--- src/rtl/detector_jogada.sv ---
// detector_jogada: debounces the 64-square occupancy sensors and tracks
// lift/place events until one complete move exists. The move is then held
// on jogada/captura with temJogada high until the control unit consumes it.
//
// Handshake: temJogada is a level that stays high while a move is pending.
// jogada and captura are stable for as long as temJogada is high. The
// consumer acknowledges with a one-cycle consome pulse, and temJogada drops
// on the following cycle. consome while temJogada is low has no effect.
module detector_jogada #(
    parameter int ESTAVEL_CICLOS = 16
) (
    input  logic        clock,
    input  logic        reset,
    input  logic        habilita,
    input  logic [63:0] tabuleiro,
    input  logic        consome,
    input  logic        limpar,
    output logic        temJogada,
    output logic [11:0] jogada,
    output logic        captura,
    output logic        erro,
    output logic [3:0]  db_estado
);

    localparam int            CW      = $clog2(ESTAVEL_CICLOS + 1);
    localparam logic [CW-1:0] CNT_MAX = CW'(ESTAVEL_CICLOS);

    // State codes double as the debug display value
    typedef enum logic [3:0] {
        ST_OCIOSO    = 4'h0,
        ST_AGUARDA   = 4'h1,
        ST_LEVANTADA = 4'h2,
        ST_CAPTURA   = 4'h3,
        ST_PRONTA    = 4'h4,
        ST_ERRO      = 4'hF
    } estado_t;

    estado_t       estado, estado_nxt;

    logic [63:0]   raw_q;
    logic [63:0]   snap;
    logic [63:0]   referencia;
    logic [CW-1:0] cnt;
    logic          novo;

    logic [63:0]   vaga, ocupa, mudou;
    logic          um_bit, single_vaga, single_ocupa;
    logic [5:0]    idx;

    logic [5:0]    origem, capt;
    logic [11:0]   jogada_q;
    logic          captura_q;

    logic          ld_ref, ld_origem, ld_capt, ld_pronta, pronta_capt;

    // Debounce: a raw pattern must hold ESTAVEL_CICLOS cycles before it
    // replaces the stable snapshot; novo marks the cycle after the update
    always_ff @(posedge clock or posedge reset) begin
        if (reset) begin
            raw_q <= '0;
            cnt   <= '0;
            snap  <= '0;
            novo  <= 1'b0;
        end else begin
            raw_q <= tabuleiro;
            novo  <= 1'b0;
            if (tabuleiro != raw_q) begin
                cnt <= '0;
            end else if (cnt != CNT_MAX) begin
                cnt <= cnt + CW'(1);
            end
            if (cnt == CNT_MAX && raw_q != snap) begin
                snap <= raw_q;
                novo <= 1'b1;
            end
        end
    end

    assign vaga   = referencia & ~snap;
    assign ocupa  = ~referencia & snap;
    assign mudou  = vaga | ocupa;
    // Exactly one square changed; vaga and ocupa are disjoint, so that bit
    // lives in exactly one of them
    assign um_bit       = (mudou != 64'd0) && ((mudou & (mudou - 64'd1)) == 64'd0);
    assign single_vaga  = um_bit && (vaga != 64'd0);
    assign single_ocupa = um_bit && (ocupa != 64'd0);

    // Index of the changed square (only meaningful when um_bit is set)
    always_comb begin
        idx = '0;
        for (int i = 0; i < 64; i++) begin
            if (mudou[i]) idx = 6'(i);
        end
    end

    // State register
    always_ff @(posedge clock or posedge reset) begin
        if (reset) estado <= ST_OCIOSO;
        else       estado <= estado_nxt;
    end

    // Next-state and datapath load decisions; habilita low wins over all
    always_comb begin
        estado_nxt  = estado;
        ld_ref      = 1'b0;
        ld_origem   = 1'b0;
        ld_capt     = 1'b0;
        ld_pronta   = 1'b0;
        pronta_capt = 1'b0;
        if (!habilita) begin
            estado_nxt = ST_OCIOSO;
        end else begin
            case (estado)
                ST_OCIOSO: estado_nxt = ST_AGUARDA;
                ST_AGUARDA: begin
                    if (novo) begin
                        if (single_vaga) begin
                            ld_origem  = 1'b1;
                            ld_ref     = 1'b1;
                            estado_nxt = ST_LEVANTADA;
                        end else begin
                            estado_nxt = ST_ERRO;
                        end
                    end
                end
                ST_LEVANTADA: begin
                    if (novo) begin
                        if (single_vaga) begin
                            ld_capt    = 1'b1;
                            ld_ref     = 1'b1;
                            estado_nxt = ST_CAPTURA;
                        end else if (single_ocupa && idx == origem) begin
                            ld_ref     = 1'b1;
                            estado_nxt = ST_AGUARDA;
                        end else if (single_ocupa) begin
                            ld_pronta  = 1'b1;
                            ld_ref     = 1'b1;
                            estado_nxt = ST_PRONTA;
                        end else begin
                            estado_nxt = ST_ERRO;
                        end
                    end
                end
                ST_CAPTURA: begin
                    if (novo) begin
                        if (single_ocupa && idx == capt) begin
                            ld_pronta   = 1'b1;
                            pronta_capt = 1'b1;
                            ld_ref      = 1'b1;
                            estado_nxt  = ST_PRONTA;
                        end else begin
                            estado_nxt = ST_ERRO;
                        end
                    end
                end
                // Board changes are deliberately not absorbed here; they
                // surface as a multi-square diff once back in AGUARDA
                ST_PRONTA: begin
                    if (consome) estado_nxt = ST_AGUARDA;
                end
                ST_ERRO: begin
                    if (limpar) begin
                        ld_ref     = 1'b1;
                        estado_nxt = ST_AGUARDA;
                    end
                end
                default: estado_nxt = ST_OCIOSO;
            endcase
        end
    end

    // Move registers; the reference board tracks the snapshot while idle
    always_ff @(posedge clock or posedge reset) begin
        if (reset) begin
            referencia <= '0;
            origem     <= '0;
            capt       <= '0;
            jogada_q   <= '0;
            captura_q  <= 1'b0;
        end else begin
            if (ld_ref || estado == ST_OCIOSO) referencia <= snap;
            if (ld_origem) origem <= idx;
            if (ld_capt)   capt   <= idx;
            if (ld_pronta) begin
                jogada_q  <= {origem, idx};
                captura_q <= pronta_capt;
            end
        end
    end

    // Outputs decoded from state; captura only shows with a pending move
    always_comb begin
        temJogada = (estado == ST_PRONTA);
        erro      = (estado == ST_ERRO);
        db_estado = estado;
        jogada    = jogada_q;
        captura   = captura_q && (estado == ST_PRONTA);
    end

endmodule

--- config.mk ---
export PLATFORM = sky130hd
export DESIGN_NAME = detector_jogada
export DESIGN_NICKNAME = d
export VERILOG_FILES = /design/src/rtl/detector_jogada.sv
export SDC_FILE = /design/constraint.sdc
export NUM_CORES = 1
export LEC_CHECK = 0
export CORE_AREA = 2 2 167 169
export DETAILED_ROUTE_END_ITERATION = 10
export DIE_AREA = 0 0 169 171
export GPL_TIMING_DRIVEN = 1
export PLACE_DENSITY_LB_ADDON = 0.08
export SETUP_SLACK_MARGIN = 0.05
export SLEW_MARGIN = 20
export SYNTH_ARGS = -nofsm -noshare
export SYNTH_HDL_FRONTEND = slang
export SYNTH_SLANG_ARGS = --single-unit
--- constraint.sdc ---
create_clock -name clock -period 7.9 [get_ports clock]
set_clock_uncertainty 0.15 [all_clocks]
set_input_delay 1.58 -clock clock [delete_from_list [all_inputs] [get_ports clock]]
set_output_delay 1.58 -clock clock [all_outputs]
set_load 0.02 [all_outputs]
==> flow_summary.yaml, run 1 <==
setup_path:
  r2r_end: "referencia[38]$_DFFE_PP0P_"
  critPathTopFamily: "simple AND/OR/NAND/NOR gates"
  reg2reg_depth: 12
  crit_start: "snap[3]$_DFFE_PP0P_"
  critPathKind: "reg -> reg"
  path_cells: "inv_1 > ha_1 > nand4_2 > or4_4 > nor2_2 > a41oi_1 > or4_1 > nor4_2 > nand2_1 > o21ai_4 > buf_4 > mux2i_1"
  end_kind: "register"
  cpMaxStageDelayCell: "o21ai_4"
  critPathLaunchType: "register"
  worstReg2RegStart: "snap[3]$_DFFE_PP0P_"
  crit_buf_inv: 2
  max_stage_delay_ns: 0.85
  crit_fanout: 23
  worstPathArrival_ns: 5.83
  worst-r2r-setup-slack_ns: 2.36
  crit_required_ns: 8.19
route:
  wl_met2_mm: 18.21
  drc: 0
  drt-pass1-iter-count: 5
  ant_nets: 0
  viasPerCell: 5.854
  initialDrtViolationCount: 954
  wire_per_inst_um: 22.98
  wl_met1_mm: 19.02
  dr_wl_met3_mm: 2.282
  highest_layer: "met4"
  routed-via-count: 10367
  wl_mm: 40.70
sta:
  setup_tns_ns: 0
  rsz0062_at_grt: "false"
  timing.final.crit_share_pct: 70.09
  fin_ws_ns: 2.363
  max_freq_mhz: 180.6
  setup_viol: 0
  hold_viol_final: 0
  hold_slack_ns: 0.3366
  maxSlewHeadroom_pct: 26.47
  tightest_slew_ns: 1.093
  fin_crit_ns: 5.537
  drv_slew: 0
min_path:
  hold_class: "reg -> reg"
  hold_depth: 1
  whs_endpoint: "jogada[9]$_DFFE_PP0P_"
  min_from: "jogada[9]$_DFFE_PP0P_"
pwr:
  p_seq_share_pct: 46.1
  ir_worst_vdd_mv: 0.1681
  intPower_mw: 1.994
  power.leakage_nw: 7.090
  power_density_mw_per_mm2: 168.9
  combPwrFrac_pct: 6.7
  switching_share_pct: 23.81
  clkPwrFrac_pct: 47.2
  p_switching_mw: 0.6230
  power_mw: 2.617
global_routing:
  grt_pass1_vias: 10275
  grt_usage_pct: 28.49
  antenna_found_initial: 0
  grt_overflow: 0
  grt_max_degree: 125
  grt_first_pass_wirelength_mm: 62.32
placement:
  dpl.hpwl_mm: 31.22
  place_congestion: 0.9632
  post-place-cells: 1723
  dpl_worst_slack_ns: 2.428
  post_dp_cell_area_sq_mm: 0.01462
  port_buffers: 87
layout:
  fin_util_pct: 56.71
  nets: 1605
  final_cell_count_no_fill: 1771
  drive_gt1_share_pct: 5.544
  area_delta_synth_final_pct: 15.65
  n_antenna_cell: 0
  fin_area_sq_mm: 0.01549
synthesis:
  ys_seq_area_share_pct: 42.40
  ys.flop_type: "dfrtp_1"
  synth_top_area_share_pct: 42.40
  avgSynthCellArea_sq_um: 10.16
  netlist_area_sq_mm: 0.01340
  synth.top_cells.by_area: "dfrtp_1 42%, ha_1 12%, xnor2_1 8.7%, mux2i_1 4.9%, inv_1 4.2%"
  async_reset_ff_share_pct: 100.0
  yosys.cell_types.count: 71
  synth_edf_count: 0
  netlist_instances: 1319
  synth_warnings: 0
  synth_nets: 1518
  synth_seq_cells: 227
  yosys.area.top_type: "dfrtp_1"
clocking:
  ctsHoldBuffers: 0
  clk_pin_slew_worst_paths_ns: 0.06
  cts_inserted_buffers: 27
  cts_sinks: 227
  htree_num_levels: 1
  post-cts-setup-buffers: 0
  clock_latency_ns: 0.55
  cts_max_path_buffers: 3
  cts_resized: 0
  cts_tree: "done"
  clock_tree.root_cell: "clkbuf_16"
floorplanning:
  num_rows: 61
  core-area_sq_mm: 0.02732
  die_w_um: 169
  ios: 88
  die_y_um: 171
  dieArea_sq_mm: 0.02890
  floorplan.initialDensity_pct: 49.03
flow_run:
  max_cap_violations: 0
outcome:
  status: "finished clean"
-- layout by cell type, fill, tap and decap left out, types with 6 or more instances in the layout --
master	Yosys	layout
ha_1	130	130
clkbuf_16	0	27
clkbuf_8	0	8
o31ai_1	7	7
inv_1	149	147
nand2_1	108	108
nor2b_1	7	7
dfrtp_1	227	227
mux2_2	11	11
nor4_1	54	53
nor3_1	14	14
xnor2_1	133	133
a31oi_1	13	13
clkbuf_1	24	6
nand4_1	71	71
mux2_1	12	12
a41oi_1	11	11
and4_1	12	12
xor2_1	7	7
o211ai_1	8	8
and3_1	16	16
clkdlybuf4s50_1	0	87
nand3_1	21	21
a21oi_1	20	20
mux2i_1	65	65
o21ai_0	88	88
nor2_1	22	22
-- how the worst max path moves through the flow --
stage / endpoint / slack, ns / cells past startpoint
4_1_cts: referencia[61]$_DFFE_PP0P_ / 2.38 / 12
5_1_grt: referencia[38]$_DFFE_PP0P_ / 2.08 / 12
3_5_place_dp: referencia[61]$_DFFE_PP0P_ / 2.43 / 12
2_1_floorplan: capt[0]$_DFFE_PP0P_ / 3.20 / 1
3_3_place_gp: referencia[61]$_DFFE_PP0P_ / 2.41 / 12
6_report: referencia[38]$_DFFE_PP0P_ / 2.36 / 12
-- cell type report --
class                   count  area (sq um)
multi-input cells         908          7009
fillers                  2402         11830
clock buffers              41         808.3
flip-flops and latches    227          5680
clock inverters             7         71.32
inverters                 149         564.3
repair buffers             93         928.4
well taps                 346         432.9
-- registers in the layout, summed over array words and instances, names as in the netlist --
name	cells
capt	6
captura_q	1
cnt	5
db_estado	4
jogada	12
novo	1
origem	6
raw_q	64
referencia	64
snap	64
-- power by group through the flow --
stage	sequential [mW]	clock, mW	combinational, mW
floorplan	1.22	0	0.0905
global placement	1.23	0	0.178
detailed placement	1.23	0	0.177
CTS	1.21	1.26	0.179
global route	1.21	1.30	0.188
finish	1.21	1.23	0.176
-- logic make-up after synthesis --
group                      count (synthesis)  share of synthesized area [%]
xor gates and xnor gates                 140                          9.152
and+or+nand+nor                          346                          14.19
muxes                                     88                          6.789
buffers and inverters                    184                          5.417
DFF                                      227                          42.40
AOI/OAI and AO/OA                        203                          9.834
adders and majority gates                131                          12.22
-- layer usage --
metal  vias up  track usage [%]
li1       4854                -
met1      5104            42.00
met2       356            44.57
met3        53            3.262
met4         0            7.878
met5         -                0
-- cells in the mapped netlist (3+ instances only) --
cell type	number
a41oi_1	11
a311oi_1	4
o2111ai_1	3
a32oi_1	3
o21ai_0	88
a41o_1	5
nand2_1	108
nand4_1	71
mux2_2	11
and3_1	16
nor2b_1	7
xnor2_1	133
a2111oi_0	3
mux2_1	12
a21oi_1	20
a21o_1	3
nor4_1	54
nand3_1	21
or2_2	3
o31ai_1	7
o211ai_1	8
a22oi_1	3
buf_2	4
a211oi_1	4
ha_1	130
clkbuf_1	24
nor2_1	22
a31oi_1	13
inv_1	149
xor2_1	7
dfrtp_1	227
and4_1	12
buf_4	6
nor3_1	14
o22ai_1	3
mux2i_1	65
(Power assumes the default switching activity.)
==> run 2: changes to the inputs <==
==> constraint.sdc (replaced) <==
create_clock -name clock -period 5.6 [get_ports clock]
set_clock_uncertainty 0.15 [all_clocks]
set_input_delay 1.12 -clock clock [delete_from_list [all_inputs] [get_ports clock]]
set_output_delay 1.12 -clock clock [all_outputs]
set_load 0.02 [all_outputs]
==> flow_summary.yaml, run 2 (same netlist as run 1, synthesis figures left out) <==
route:
  drt-pass1-iter-count: 6
  wire_per_inst_um: 23.19
  viasPerCell: 5.811
  routed-via-count: 10315
  wl_mm: 41.17
  ant_nets: 0
  drc: 0
  initialDrtViolationCount: 868
clocking:
  htree_num_levels: 1
  cts_sinks: 227
  post-cts-setup-buffers: 0
  cts_tree: "done"
  ctsHoldBuffers: 0
  cts_resized: 0
  cts_inserted_buffers: 27
  clock_tree.root_cell: "clkbuf_16"
  cts_max_path_buffers: 3
  clock_latency_ns: 0.55
  clk_pin_slew_worst_paths_ns: 0.06
sta:
  tightest_slew_ns: 1.001
  hold_viol_final: 0
  fin_crit_ns: 4.784
  setup_viol: 0
  timing.final.crit_share_pct: 85.43
  drv_slew: 0
  setup_tns_ns: 0
  max_freq_mhz: 209.0
  rsz0062_at_grt: "false"
  maxSlewHeadroom_pct: 32.67
pwr:
  intPower_mw: 2.830
  p_switching_mw: 0.8765
  ir_worst_vdd_mv: 0.2277
  clkPwrFrac_pct: 47.3
  combPwrFrac_pct: 6.7
  power_density_mw_per_mm2: 238.3
  power_mw: 3.707
  switching_share_pct: 23.65
  power.leakage_nw: 7.116
  p_seq_share_pct: 46.0
global_routing:
  grt_pass1_vias: 10196
  grt_max_degree: 127
  grt_overflow: 0
  grt_usage_pct: 28.69
  grt_first_pass_wirelength_mm: 61.81
  antenna_found_initial: 1
setup_path:
  worstPathArrival_ns: 5.06
  path_cells: "inv_1 > ha_1 > nand4_1 > nor4_1 > a31oi_1 > a211oi_1 > a31oi_1 > nor4_1 > or4bb_1 > a21oi_2 > buf_4 > mux2_1"
  end_kind: "register"
  critPathLaunchType: "register"
  crit_required_ns: 5.88
  crit_fanout: 12
  max_stage_delay_ns: 0.91
  cpMaxStageDelayCell: "nor4_1"
  critPathKind: "reg -> reg"
outcome:
  status: "finished clean"
floorplanning:
  floorplan.initialDensity_pct: 49.03
  ios: 88
  num_rows: 61
  die_w_um: 169
  core-area_sq_mm: 0.02732
  dieArea_sq_mm: 0.02890
  die_y_um: 171
placement:
  port_buffers: 87
  place_congestion: 0.9375
  dpl.hpwl_mm: 31.66
  post-place-cells: 1726
layout:
  final_cell_count_no_fill: 1775
  area_delta_synth_final_pct: 16.10
  drive_gt1_share_pct: 5.672
  mostFrequentLayoutCells: "227 x dfrtp_1, 147 x inv_1, 133 x xnor2_1, 130 x ha_1, 108 x nand2_1"
  reg_top3: "raw_q (64), referencia (64), snap (64)"
  nets: 1608
  fillers: 2404
  layout_commonest_cell: "dfrtp_1"
min_path:
  hold_class: "reg -> reg"
flow_run:
  max_cap_violations: 0
## run 2: changes by cell type in the layout (fill, tap and decap cells not counted)
cell	delta
buf_12	+2
buf_4	+1
clkbuf_1	+1
clkbuf_8	+1
clkinv_2	-2
diode_2	+1
inv_6	-1
inv_8	+1
## run 2: routing by layer
metal | track usage (%) | up-vias | share of wire, %
met1 | 40.32 | 5080 | 46
met5 | 0 | - | 0
met4 | 9.773 | 0 | 3.7
met2 | 45.19 | 315 | 45
li1 | - | 4849 | -
met3 | 4.765 | 71 | 5.7
## run 2: critical path, delay by kind of cell, from the launching register on
| family | cells | cell delay (ns) |
|---|---|---|
| mux | 1 | 0.34 |
| compound gates | 4 | 0.77 |
| flops | 1 | 0.38 |
| fa+ha+maj | 1 | 0.51 |
| buf+inv | 2 | 0.31 |
| simple gates | 4 | 2.18 |
## run 2: worst paths after layout
check                      slack [ns]                  start  cells past startpoint                     to
max                              0.82   snap[49]$_DFFE_PP0P_                     12  jogada[6]$_DFFE_PP0P_
min                              0.34  jogada[8]$_DFFE_PP0P_                      1  jogada[8]$_DFFE_PP0P_
min reg2reg                      0.34  jogada[8]$_DFFE_PP0P_                      1  jogada[8]$_DFFE_PP0P_
max reg2reg                      0.82   snap[49]$_DFFE_PP0P_                     12  jogada[6]$_DFFE_PP0P_
max in group asynchronous        3.71                  reset                      3    capt[2]$_DFFE_PP0P_
min in group asynchronous        0.96                  reset                      3     cnt[2]$_DFFE_PP0P_
## run 2: power groups by stage
stage	Clock (mW)	Combinational, mW	Sequential, mW
global route	1.85	0.266	1.71
global placement	0	0.253	1.73
floorplan	0	0.128	1.72
CTS	1.78	0.254	1.70
finish	1.75	0.249	1.70
detailed placement	0	0.252	1.73
## run 2: area by class of cell
type | instances | area, sq um | area share [%]
multi-input combinational | 908 | 7009 | 45.06
sequential | 227 | 5680 | 36.52
timing repair buffer | 96 | 975.9 | 6.274
clock buffer | 43 | 825.8 | 5.309
inverter | 149 | 564.3 | 3.628
tap | 346 | 432.9 | 2.783
clock inverter | 5 | 63.81 | 0.4102
antenna | 1 | 2.502 | 0.01609
## run 2: stage by stage
stage,utilization [%],hold WS (ns),worst slack (ns),area [sq um]
final,56.93,0.3387,0.8162,15550
after global routing,56.92,0.3600,0.5710,15550
after CTS,56.92,0.3459,0.9079,15550
after detailed placement,53.66,0.3259,0.9072,14660
after global placement,53.66,0.3220,0.7882,14660
after floorplan,-,0.3119,1.364,13400
==> RTL edit 1, RTL diff (flow settings as in run 1) <==
Make the reset (`reset`) synchronous in 3 clocked blocks.
--- a/src/rtl/detector_jogada.sv
+++ b/src/rtl/detector_jogada.sv
@@ -57,3 +57,3 @@
     // replaces the stable snapshot; novo marks the cycle after the update
-    always_ff @(posedge clock or posedge reset) begin
+    always_ff @(posedge clock) begin
         if (reset) begin
@@ -96,3 +96,3 @@
     // State register
-    always_ff @(posedge clock or posedge reset) begin
+    always_ff @(posedge clock) begin
         if (reset) estado <= ST_OCIOSO;
@@ -172,3 +172,3 @@
     // Move registers; the reference board tracks the snapshot while idle
-    always_ff @(posedge clock or posedge reset) begin
+    always_ff @(posedge clock) begin
         if (reset) begin
Function: differs if reset is asserted again (counterexample within 4 cycles, from zero or initial values and one cycle with reset high); with reset held inactive, the same outputs for 10 cycles.
==> RTL edit 1 against run 1 <==
Worst setup slack improved by 0.35 ns; cell area grew 4.7%; core utilization grew 2.7 points; critical endpoint is now referencia[14]; sequential cell count unchanged; largest power group unchanged; routed wire length increased by 3.0%; power increased by 5.7%; synthesized area up 6.4%; fmax grew 6.8%.
==> RTL edit 1: results (changes against run 1) <==
hold_path:
  hold_path.startpoint: "jogada[11]"
  whs_endpoint: "jogada[11]"
status:
  run_status: "completed"
global_route:
  use_met3_pct: 3.05  # -0.21 points
  grt_usage_pct: 29.1  # +0.59 points
  grt_start_max_net_pins: 123  # -1.6%
  grt_util_met2_pct: 50.6  # +6.1 points
  gr-usage-met1_pct: 38.0  # -4.0 points
drt:
  routed-wl-met3_mm: 1.92  # -16%
  routed_wirelength_mm: 41.9  # +3.0%
  met2_wire_length_mm: 20.0  # +9.6%
  detail_route.iter0.violations: 899  # -5.8%
  wire_per_inst_um: 20.5  # -11%
  route.detailed.vias_per_inst: 5.68  # -2.9%
cells_and_area:
  nClkBuffers: 39  # -4.9%
  n_fill_cell: 2510  # +4.5%
  num-multi-input-gates: 1173  # +29%
  layout-drive-gt1-share_pct: 4.41  # -1.1 points
  final_core_util_pct: 59.4  # +2.7 points
  clock_area_share_pct: 5.51  # -0.16 points
  sh_seq_area_pct: 28.0  # -8.7 points
  layout.nonclk_buf_share_pct: 5.84  # -0.16 points
  design.final.nets: 1881  # +17%
  inverters_excl_clock: 157  # +5.4%
critical_path:
  rr_worst_depth: 13  # +1
  regToRegSetupSlack_ns: 2.72  # +0.35 ns
  critPathMaxStageDelay_ns: 0.72  # -0.13 ns
  reg2reg_to: "referencia[14]"
  critical_path.max_fanout: 54  # +130%
  crit_arrival_ns: 5.42  # -0.41 ns
  cp_slowest_cell: "or4_1"
yosys:
  syn-num-nets: 1822  # +20%
  avgSynthCellArea_um2: 8.78  # -14%
  leading_cell_types_by_count_after_synthesis: "227 x dfxtp_1, 157 x inv_1, 153 x nand2b_1"
  synth.largest_area_cell: "dfxtp_1"
cts:
  tritoncts.num_buffers: 26  # -3.7%
placed_design:
  dpl_cell_area_um2: 15300  # +4.9%
timing:
  finalHoldWorstSlack_ns: 0.325  # -0.0116 ns
  max_slew_margin_pct: 26.6  # +0.18 points
## RTL edit 1: power groups by stage
stage	Sequential, uW	Combinational [uW]	Clock (uW)
2_1_floorplan	1210	243	0
4_1_cts	1200	323	1270
3_3_place_gp	1220	321	0
5_1_grt	1200	344	1320
3_5_place_dp	1220	324	0
6_report	1200	323	1250
## RTL edit 1: worst max path at each step
stage             start             end  slack (ns)
2_1_floorplan  snap[10]   referencia[0]        3.81
3_3_place_gp   snap[60]  referencia[19]        2.83
3_5_place_dp   snap[31]  referencia[16]        2.82
4_1_cts        snap[31]  referencia[14]        2.81
5_1_grt        snap[36]  referencia[11]        2.37
6_report       snap[31]  referencia[14]        2.72
## RTL edit 1: cells by family after synthesis
logic type	synth area share, %
flip-flops	31.9
adder cells (fa/ha/maj)	11.5
AO/OA/AOI/OAI	6.91
XOR/XNOR	8.30
AND/OR/NAND/NOR	24.5
buffers and inverters	6.32
multiplexers	10.6
==> RTL edit 2, RTL diff (flow settings as in run 1) <==
Made on the original files. Change the parameter `ESTAVEL_CICLOS` from 16 to 32.
--- a/src/rtl/detector_jogada.sv
+++ b/src/rtl/detector_jogada.sv
@@ -9,3 +9,3 @@
 module detector_jogada #(
-    parameter int ESTAVEL_CICLOS = 16
+    parameter int ESTAVEL_CICLOS = 32
 ) (
Function: no difference found for any inputs over 10 cycles, from zero or initial values and one cycle with reset high; that may be too few to reach the edited logic, so the function may still have changed.
==> RTL edit 2 against run 1 <==
Via count grew 2.1%; cell area grew 2.3%; worst setup slack gained 0.40 ns; die area is the same; synthesized area grew 3.2%; sequential cell count grew 1; routed wire length grew 2.4%; sequential share of layout area shrank 0.67 points.
Power is not compared: it rests on default switching activity, and its combinational part moved more than twofold at a synthesized area within 25%.
==> RTL edit 2: results (changes against run 1) <==
status:
  run_status: "completed"
global_route:
  grt_start_max_net_pins: 153  # +22%
  first_global_vias: 10700  # +3.6%
  grt_antenna_before_repair: 0  # unchanged
  grt_first_pass_wirelength_mm: 64.5  # +3.5%
  grt_usage_pct: 29.4  # +0.92 points
cts:
  post-cts-setup-buffers: 0  # unchanged
  clkTransAtPathRegs_ns: 0.06  # about the same
  clockBufferDepth: 3  # unchanged
  tritoncts.num_buffers: 27  # unchanged
  cts-htree-levels: 1  # unchanged
  post_cts_resized: 0  # unchanged
  cts_root_buf: "clkbuf_16"
  worstSkewPairLatency_ns: 0.56
critical_path:
  crit_arrival_ns: 5.44  # -0.39 ns
  critical_path.max_fanout: 38  # +65%
  regToRegSetupSlack_ns: 2.77  # +0.40 ns
timing:
  hold_viol_final: 0  # unchanged
  finalHoldWorstSlack_ns: 0.332  # -0.00432 ns
  max_slew_margin_pct: 30.0  # +3.6 points
yosys:
  synth_sequential_area_ratio_pct: 41.3  # -1.1 points
  synth_warnings: 0  # unchanged
  leading_cell_types_by_count_after_synthesis: "228 x dfrtp_1, 153 x inv_1, 134 x xnor2_1"
  ys.flop_type: "dfrtp_1"
  syn-num-nets: 1560  # +2.8%
  postSynth.asyncResetShare_pct: 100  # unchanged
  synth_top_cells_by_area: "dfrtp_1 41%, ha_1 12%, xnor2_1 8.5%"
  synth.lib_cells_used.distinct: 77  # +8.5%
drt:
  wire_per_inst_um: 22.9  # -0.19%
  drt_first_pass_iters: 5  # unchanged
  route.detailed.vias_per_inst: 5.82  # -0.51%
  detail_route.iter0.violations: 1042  # +9.2%
power_and_ir_drop:
  vdd_drop_max_uv: 169
  leakage_power_of_the_design_uw: 0.00720
  p_int_uw: 2180
placed_design:
  gp_congestion: 0.976  # +1.3%
  portBuffers: 87  # unchanged
  place.detailed.hpwl_mm: 32.3  # +3.5%
cells_and_area:
  diodes: 0  # unchanged
  n_fill_cell: 2441  # +1.6%
  design.final.nets: 1651  # +2.9%
  reg_top3: "raw_q (64), referencia (64), snap (64)"
  layout-drive-gt1-share_pct: 6.93  # +1.4 points
hold_path:
  hold_crit_path_type: "reg -> reg"
RTL edit 2: cell count changes after synthesis, sizes merged, moves of 6 or more:
cell and change:
nor2 +14, a21oi +9, a41oi -9, and2 +9, and3 -9, clkbuf -9, nand3 +8, nor3 +8
buf +7, a31o +6, and4 -6
RTL edit 2: area by class of cell:
| cell class | count | area (um^2) | area share [%] |
|---|---|---|---|
| repair buffers | 96 | 951 | 6.00 |
| multi-input cells | 946 | 7280 | 45.9 |
| flip-flops and latches | 228 | 5710 | 36.0 |
| well taps | 346 | 433 | 2.73 |
| inverters | 153 | 579 | 3.65 |
| clock buffers | 38 | 767 | 4.84 |
| clock inverters | 10 | 140 | 0.884 |
RTL edit 2: final timing paths:
check / cells past startpoint / end / startpoint
worst max-delay path: 12 / referencia[59] / snap[26]
worst min-delay path: 1 / jogada[7] / jogada[7]
worst max register to register: 12 / referencia[59] / snap[26]
worst min register to register: 1 / jogada[7] / jogada[7]
max in group asynchronous: 3 / jogada[1] / reset
min in group asynchronous: 2 / raw_q[54] / reset
RTL edit 2: stage by stage:
stage / worst slack (ns) / total power, uW / std cells / area (um^2) / utilization, %
after floorplan: 3.19 / 1660 / 1361 / 13800 / -
after global routing: 2.51 / 3100 / 1817 / 15900 / 58.0
after global placement: 2.77 / 1740 / 1769 / 14900 / 54.7
final: 2.77 / 3000 / 1817 / 15900 / 58.0
after detailed placement: 2.83 / 1740 / 1769 / 14900 / 54.7
after CTS: 2.82 / 3030 / 1817 / 15900 / 58.0
RTL edit 2: power by group through the flow:
stage	clock (uW)	sequential (uW)	combinational (uW)
final	1280	1240	481
after global routing	1350	1240	508
after CTS	1310	1240	482
after detailed placement	0	1260	481
after global placement	0	1260	483
after floorplan	0	1250	418
RTL edit 2: critical path, cell delays in order (launching register included):
cell and delay [ns]:
dfrtp_1 0.45, inv_1 0.16, ha_1 0.42, nand4_2 0.21
nor4_4 0.62, a31oi_1 0.30, or4b_1 0.57, and4bb_1 0.28
and4b_1 0.24, nand4_2 0.21, o41ai_4 0.45, buf_4 0.66
mux2i_1 0.29
RTL edit 2: kinds of logic after synthesis:
| family | after synthesis | share of synthesized area, % |
|---|---|---|
| mux | 90 | 6.74 |
| simple gates | 377 | 15.5 |
| xor+xnor | 140 | 8.87 |
| flops | 228 | 41.3 |
| fa+ha+maj | 131 | 11.8 |
| compound gates | 208 | 9.60 |
| buf+inv | 187 | 6.21 |
RTL edit 2: routing by layer:
| metal | part of all wire (%) | vias up | global-route usage, % |
|---|---|---|---|
| met5 | 0 | - | 0 |
| met4 | 2.8 | 0 | 7.77 |
| met3 | 4.7 | 63 | 2.98 |
| met2 | 47 | 342 | 48.7 |
| met1 | 46 | 5195 | 41.5 |
| li1 | - | 4982 | - |
